==> src/rtl/step_clock_gen.sv <==
// step_clock_gen: debounced push-button or free-running divider turned into a clean
// processor clock level, a one-cycle step strobe and a wrapping step counter.
module step_clock_gen #(
    parameter int DEBOUNCE_CYCLES = 50000,
    parameter int RUN_DIV         = 25000000,
    parameter int CNT_W           = 16
) (
    input  logic             Clk,
    input  logic             Reset,
    input  logic             KeyN,
    input  logic             RunMode,
    output logic             ProcClk,
    output logic             Step,
    output logic             KeyLevel,
    output logic [CNT_W-1:0] StepCount
);
    localparam int DW = $clog2(DEBOUNCE_CYCLES);
    localparam int VW = $clog2(RUN_DIV);
    localparam logic [DW-1:0] DB_LAST  = DW'(DEBOUNCE_CYCLES - 1);
    localparam logic [VW-1:0] DIV_LAST = VW'(RUN_DIV - 1);
    localparam logic [VW-1:0] DIV_HALF = VW'(RUN_DIV / 2);

    typedef enum logic [1:0] {IDLE, DB_PRESS, PRESSED, DB_REL} state_t;

    state_t        r_state;
    logic [DW-1:0] r_db_cnt;
    logic [VW-1:0] r_div;
    logic [1:0]    r_kn_sync;
    logic [1:0]    r_rm_sync;
    logic          r_rm_d;

    logic          w_kn_s;
    logic          w_rm_s;
    logic          w_chg;
    logic          w_db_done;
    logic          w_press_done;
    logic          w_key_n;
    logic          w_step_n;
    logic          w_proc_n;
    logic [VW-1:0] w_div_n;

    assign w_kn_s       = r_kn_sync[1];
    assign w_rm_s       = r_rm_sync[1];
    assign w_chg        = w_rm_s != r_rm_d;
    assign w_db_done    = r_db_cnt == DB_LAST;
    assign w_press_done = r_state == DB_PRESS && !w_kn_s && w_db_done;
    // Outputs are registered from the next debounce state so Step, KeyLevel and ProcClk rise together.
    assign w_key_n      = r_state == PRESSED || (r_state == DB_REL && !(w_kn_s && w_db_done)) || w_press_done;
    assign w_step_n     = !w_chg && (w_rm_s ? r_div == '0 : w_press_done);
    assign w_proc_n     = !w_chg && (w_rm_s ? r_div < DIV_HALF : w_key_n);
    assign w_div_n      = (w_chg || !w_rm_s || r_div == DIV_LAST) ? '0 : r_div + VW'(1);

    always_ff @(posedge Clk or posedge Reset) begin
        if (Reset) begin
            r_kn_sync <= 2'b11;
            r_rm_sync <= 2'b00;
            r_rm_d    <= 1'b0;
            r_state   <= IDLE;
            r_db_cnt  <= '0;
            r_div     <= '0;
            KeyLevel  <= 1'b0;
            ProcClk   <= 1'b0;
            Step      <= 1'b0;
            StepCount <= '0;
        end else begin
            r_kn_sync <= {r_kn_sync[0], KeyN};
            r_rm_sync <= {r_rm_sync[0], RunMode};
            r_rm_d    <= w_rm_s;
            case (r_state)
                IDLE: if (!w_kn_s) begin
                    r_state  <= DB_PRESS;
                    r_db_cnt <= '0;
                end
                DB_PRESS: if (w_kn_s) r_state <= IDLE;
                    else if (w_db_done) r_state <= PRESSED;
                    else r_db_cnt <= r_db_cnt + DW'(1);
                PRESSED: if (w_kn_s) begin
                    r_state  <= DB_REL;
                    r_db_cnt <= '0;
                end
                DB_REL: if (!w_kn_s) r_state <= PRESSED;
                    else if (w_db_done) r_state <= IDLE;
                    else r_db_cnt <= r_db_cnt + DW'(1);
            endcase
            KeyLevel  <= w_key_n;
            ProcClk   <= w_proc_n;
            Step      <= w_step_n;
            StepCount <= StepCount + CNT_W'(w_step_n);
            r_div     <= w_div_n;
        end
    end
endmodule

==> config.mk <==
export PLATFORM = sky130hd
export DESIGN_NAME = step_clock_gen
export DESIGN_NICKNAME = d
export VERILOG_FILES = /design/src/rtl/step_clock_gen.sv
export SDC_FILE = /design/constraint.sdc
export NUM_CORES = 1
export LEC_CHECK = 0
export BUFFER_PORTS_ARGS = -buffer_cell sky130_fd_sc_hd__buf_2
export CELL_PAD_IN_SITES_DETAIL_PLACEMENT = 1
export CELL_PAD_IN_SITES_GLOBAL_PLACEMENT = 1
export CORE_ASPECT_RATIO = 0.6
export CORE_MARGIN = 2
export CORE_UTILIZATION = 51
export DETAILED_ROUTE_END_ITERATION = 8
export PLACE_DENSITY_LB_ADDON = 0.1
export SLEW_MARGIN = 20
export SYNTH_ARGS = -nofsm -noshare
export SYNTH_HDL_FRONTEND = slang
export SYNTH_SLANG_ARGS = --single-unit
==> constraint.sdc <==
create_clock -name Clk -period 5.41 [get_ports Clk]
set_input_delay 0.541 -clock Clk [delete_from_list [all_inputs] [get_ports Clk]]
set_output_delay 0.541 -clock Clk [all_outputs]
set_load 0.005 [all_outputs]
==> impl_metrics.py <==
metrics = {
    "synth": {
        "synth-main-ff-cell": "dfrtp_1",
        "synth_async_sr_flop_share_pct": 100,
        "synth_fp_nets": 315,
        "synth_area_um2": 3180,
        "ys_seq_elements": 67,
        "avgSynthCellArea_um2": 10.4,
        "synth_edf_count": 0,
        "yosysWarningCount": 0,
        "syn_inst": 305,
        "yosysSeqAreaShare_pct": 52.7,
        "ys_types": 38,
    },
    "worst_setup_path": {
        "end_kind": "flip-flop",
        "cp.arrival_ns": 3.02,
        "path_class": "flip-flop to flip-flop",
        "critPathRequiredTime_ns": 5.64,
        "reg2reg_depth": 10,
        "path_max_fanout": 7,
        "critPathLaunchType": "flip-flop",
    },
    "place": {
        "portBuffers": 22,
        "gp_congestion": 0.765,
        "pre_cts_ws_ns": 2.59,
        "place_hpwl_um": 5350,
    },
    "sta": {
        "slew_violations": 0,
        "skew_ns": 0.0138,
        "worst_slew_pin_slew_ns": 0.850,
        "worst_slack_ns": 2.62,
        "hold_violations": 0,
        "hold_slack_ns": 0.301,
        "setup_viol_count_final": 0,
        "tns_ns": 0,
        "period_needed_ns": 2.79,
        "slew_headroom_pct": 43.3,
        "max_freq_ghz": 0.358,
        "post-route-period-util_pct": 51.6,
        "rsz0062_at_grt": "no",
    },
    "grt": {
        "grt_pass1_wl_um": 12700,
        "grt_max_degree": 68,
        "grt_use_total_pct": 24.5,
        "antenna_found_initial": 0,
        "first_global_vias": 2443,
        "overflow": 0,
    },
    "cts": {
        "ctsHtreeMaxLevel": 3,
        "clk_pin_slew_worst_paths_ns": 0.07,
        "clockRootBuffer": "clkbuf_8",
        "clock_sinks": 67,
        "ctsHoldBuffers": 0,
        "postCtsSetupRepairBufs": 0,
        "cts_tree": "built",
        "clock_latency_ns": 0.35,
        "numCtsBuffers": 9,
        "cts.path.max_buffers": 2,
        "post_cts_resized": 0,
    },
    "run_status": {
        "outcome": "finished, final reports clean",
    },
    "cells_and_area": {
        "diodes": 0,
        "seq_area_um2": 1680,
        "area_growth_pct": 11.6,
        "fillers": 688,
        "final_nets": 342,
        "multi_input_area_um2": 1440,
        "drive_gt1_share_pct": 14.2,
    },
    "pwr": {
        "power.density_nw_per_um2": 281,
        "peakVddDrop_mv": 0.211,
        "p_leak_nw": 1.59,
    },
    "routing": {
        "firstDrtPassIters": 4,
        "detail-route-antenna-nets": 0,
        "drt_wl_total_um": 7420,
        "viasPerCell": 5.68,
        "wl_per_cell_um": 17.6,
        "num_vias": 2391,
        "drc": 0,
        "drtIter0Drc": 151,
    },
    "die": {
        "core_um2": 6080,
        "die-area_um2": 6910,
        "fp.dieW_um": 106,
        "start_util_pct": 52.3,
        "rows": 22,
        "fp.dieH_um": 65.2,
        "pin_count": 23,
    },
    "job": {
        "max_cap_violations": 0,
    },
    "min_path": {
        "min_path_cells": 1,
        "hold_path.class": "primary input to flip-flop",
    },
}
## cell families (layout without fill, tap and decap cells)
| family | Yosys count | in the layout | synth area share (%) |
|---|---|---|---|
| compound gates | 19 | 19 | 4.09 |
| xor+xnor | 48 | 48 | 13.2 |
| fa+ha+maj | 6 | 6 | 2.36 |
| buf+inv | 17 | 49 | 2.08 |
| flops | 67 | 67 | 52.7 |
| mux | 3 | 3 | 0.982 |
| simple gates | 145 | 145 | 24.6 |
## flip-flops by register name, indices dropped and copies added, names as in the netlist, named ones only
signal	count
r_div	25
r_db_cnt	16
r_kn_sync	2
StepCount	16
r_rm_d	1
Step	1
ProcClk	1
KeyLevel	1
r_state	1
r_rm_sync	2
## synth_stat cells (2+ instances only)
library cell,count,share of area [%]
a21oi_1,5,0.79
dfstp_2,2,1.7
dfrtp_1,65,51
nor4_4,2,1.3
a31oi_1,2,0.39
nor2_1,42,5.0
nand2_1,17,2.0
buf_2,2,0.31
and4_1,3,0.83
clkbuf_1,6,0.71
inv_1,9,1.1
o21ai_0,4,0.63
nand4_1,11,2.2
nor3_1,7,1.1
and2_1,2,0.39
or3_1,4,0.79
a41oi_1,2,0.55
xor2_1,18,5.0
ha_1,6,2.4
mux2i_1,2,0.63
nor4_1,9,1.8
nand3_1,27,4.2
xnor2_1,30,8.3
and3_1,14,2.8
## stage by stage
| step | utilization [%] | instance area [um^2] | power [mW] | instances |
|---|---|---|---|---|
| 2_1_floorplan | - | 3180 | 0.603 | 305 |
| 3_3_place_gp | 55.6 | 3380 | 0.639 | 405 |
| 3_5_place_dp | 55.6 | 3380 | 0.645 | 405 |
| 4_1_cts | 58.4 | 3550 | 1.01 | 421 |
| 5_1_grt | 58.4 | 3550 | 1.05 | 421 |
| 6_report | 58.4 | 3550 | 0.998 | 421 |
## worst paths after layout
path                                              from                      end  slack [ns]
worst max register to register      r_div[6]$_DFF_PP0_  StepCount[13]$_DFF_PP0_        2.62
max in group asynchronous                        Reset        ProcClk$_DFF_PP0_        4.41
worst min register to register  r_rm_sync[0]$_DFF_PP0_   r_rm_sync[1]$_DFF_PP0_        0.35
min in group asynchronous                        Reset      r_div[20]$_DFF_PP0_        0.44
worst max-delay path                r_div[6]$_DFF_PP0_  StepCount[13]$_DFF_PP0_        2.62
worst min-delay path                              KeyN   r_kn_sync[0]$_DFF_PP1_        0.30
## cell usage in the layout (no fill, tap or decap), drive strengths merged, types with 3 or more instances in the layout
cell type | Yosys | routed
nand4 | 12 | 12
xnor2 | 30 | 30
nor4 | 12 | 12
ha | 6 | 6
and4 | 3 | 3
buf | 2 | 24
clkbuf | 6 | 12
dfrtp | 65 | 65
nand3 | 27 | 27
inv | 9 | 9
or3 | 4 | 4
nand2 | 17 | 17
nor3 | 7 | 7
and3 | 14 | 14
o21ai | 4 | 4
clkinvlp | 0 | 3
a21oi | 5 | 5
nor2 | 42 | 42
xor2 | 18 | 18
## power by group
part / switching [mW] / total, mW / leakage, nW / internal, mW
logic: 0.0420 / 0.0751 / 0.610 / 0.0331
clock network: 0.185 / 0.363 / 0.0786 / 0.178
registers: 0.0322 / 0.560 / 0.906 / 0.527
## worst max-delay path, stage by stage (launching register included)
cell and delay (ns):
dfrtp_1 0.43, nor4_1 0.61, nand4_1 0.19, nor4_1 0.30, a21oi_1 0.08, nor2_1 0.17
ha_1 0.20, and2_1 0.26, and3_1 0.18, nand3_1 0.09, xnor2_1 0.15
## per-layer routing
layer  vias to the layer above  global-route usage (%)  share of wire, %
li1                       1122                       -                 -
met1                      1194                    36.3                50
met2                        65                    34.4                43
met3                        10                    7.34               6.6
met4                         0                    7.73               1.2
met5                         -                       0                 0
## cell type report
cell class                 count  share of cell area, %
tap                           84                   2.96
multi-input combinational    221                   40.5
timing repair buffer          24                   3.52
clock inverter                 4                  0.774
sequential                    67                   47.2
inverter                       9                  0.950
clock buffer                  12                   4.08
No activity file was read; power rests on OpenSTA's default activity.
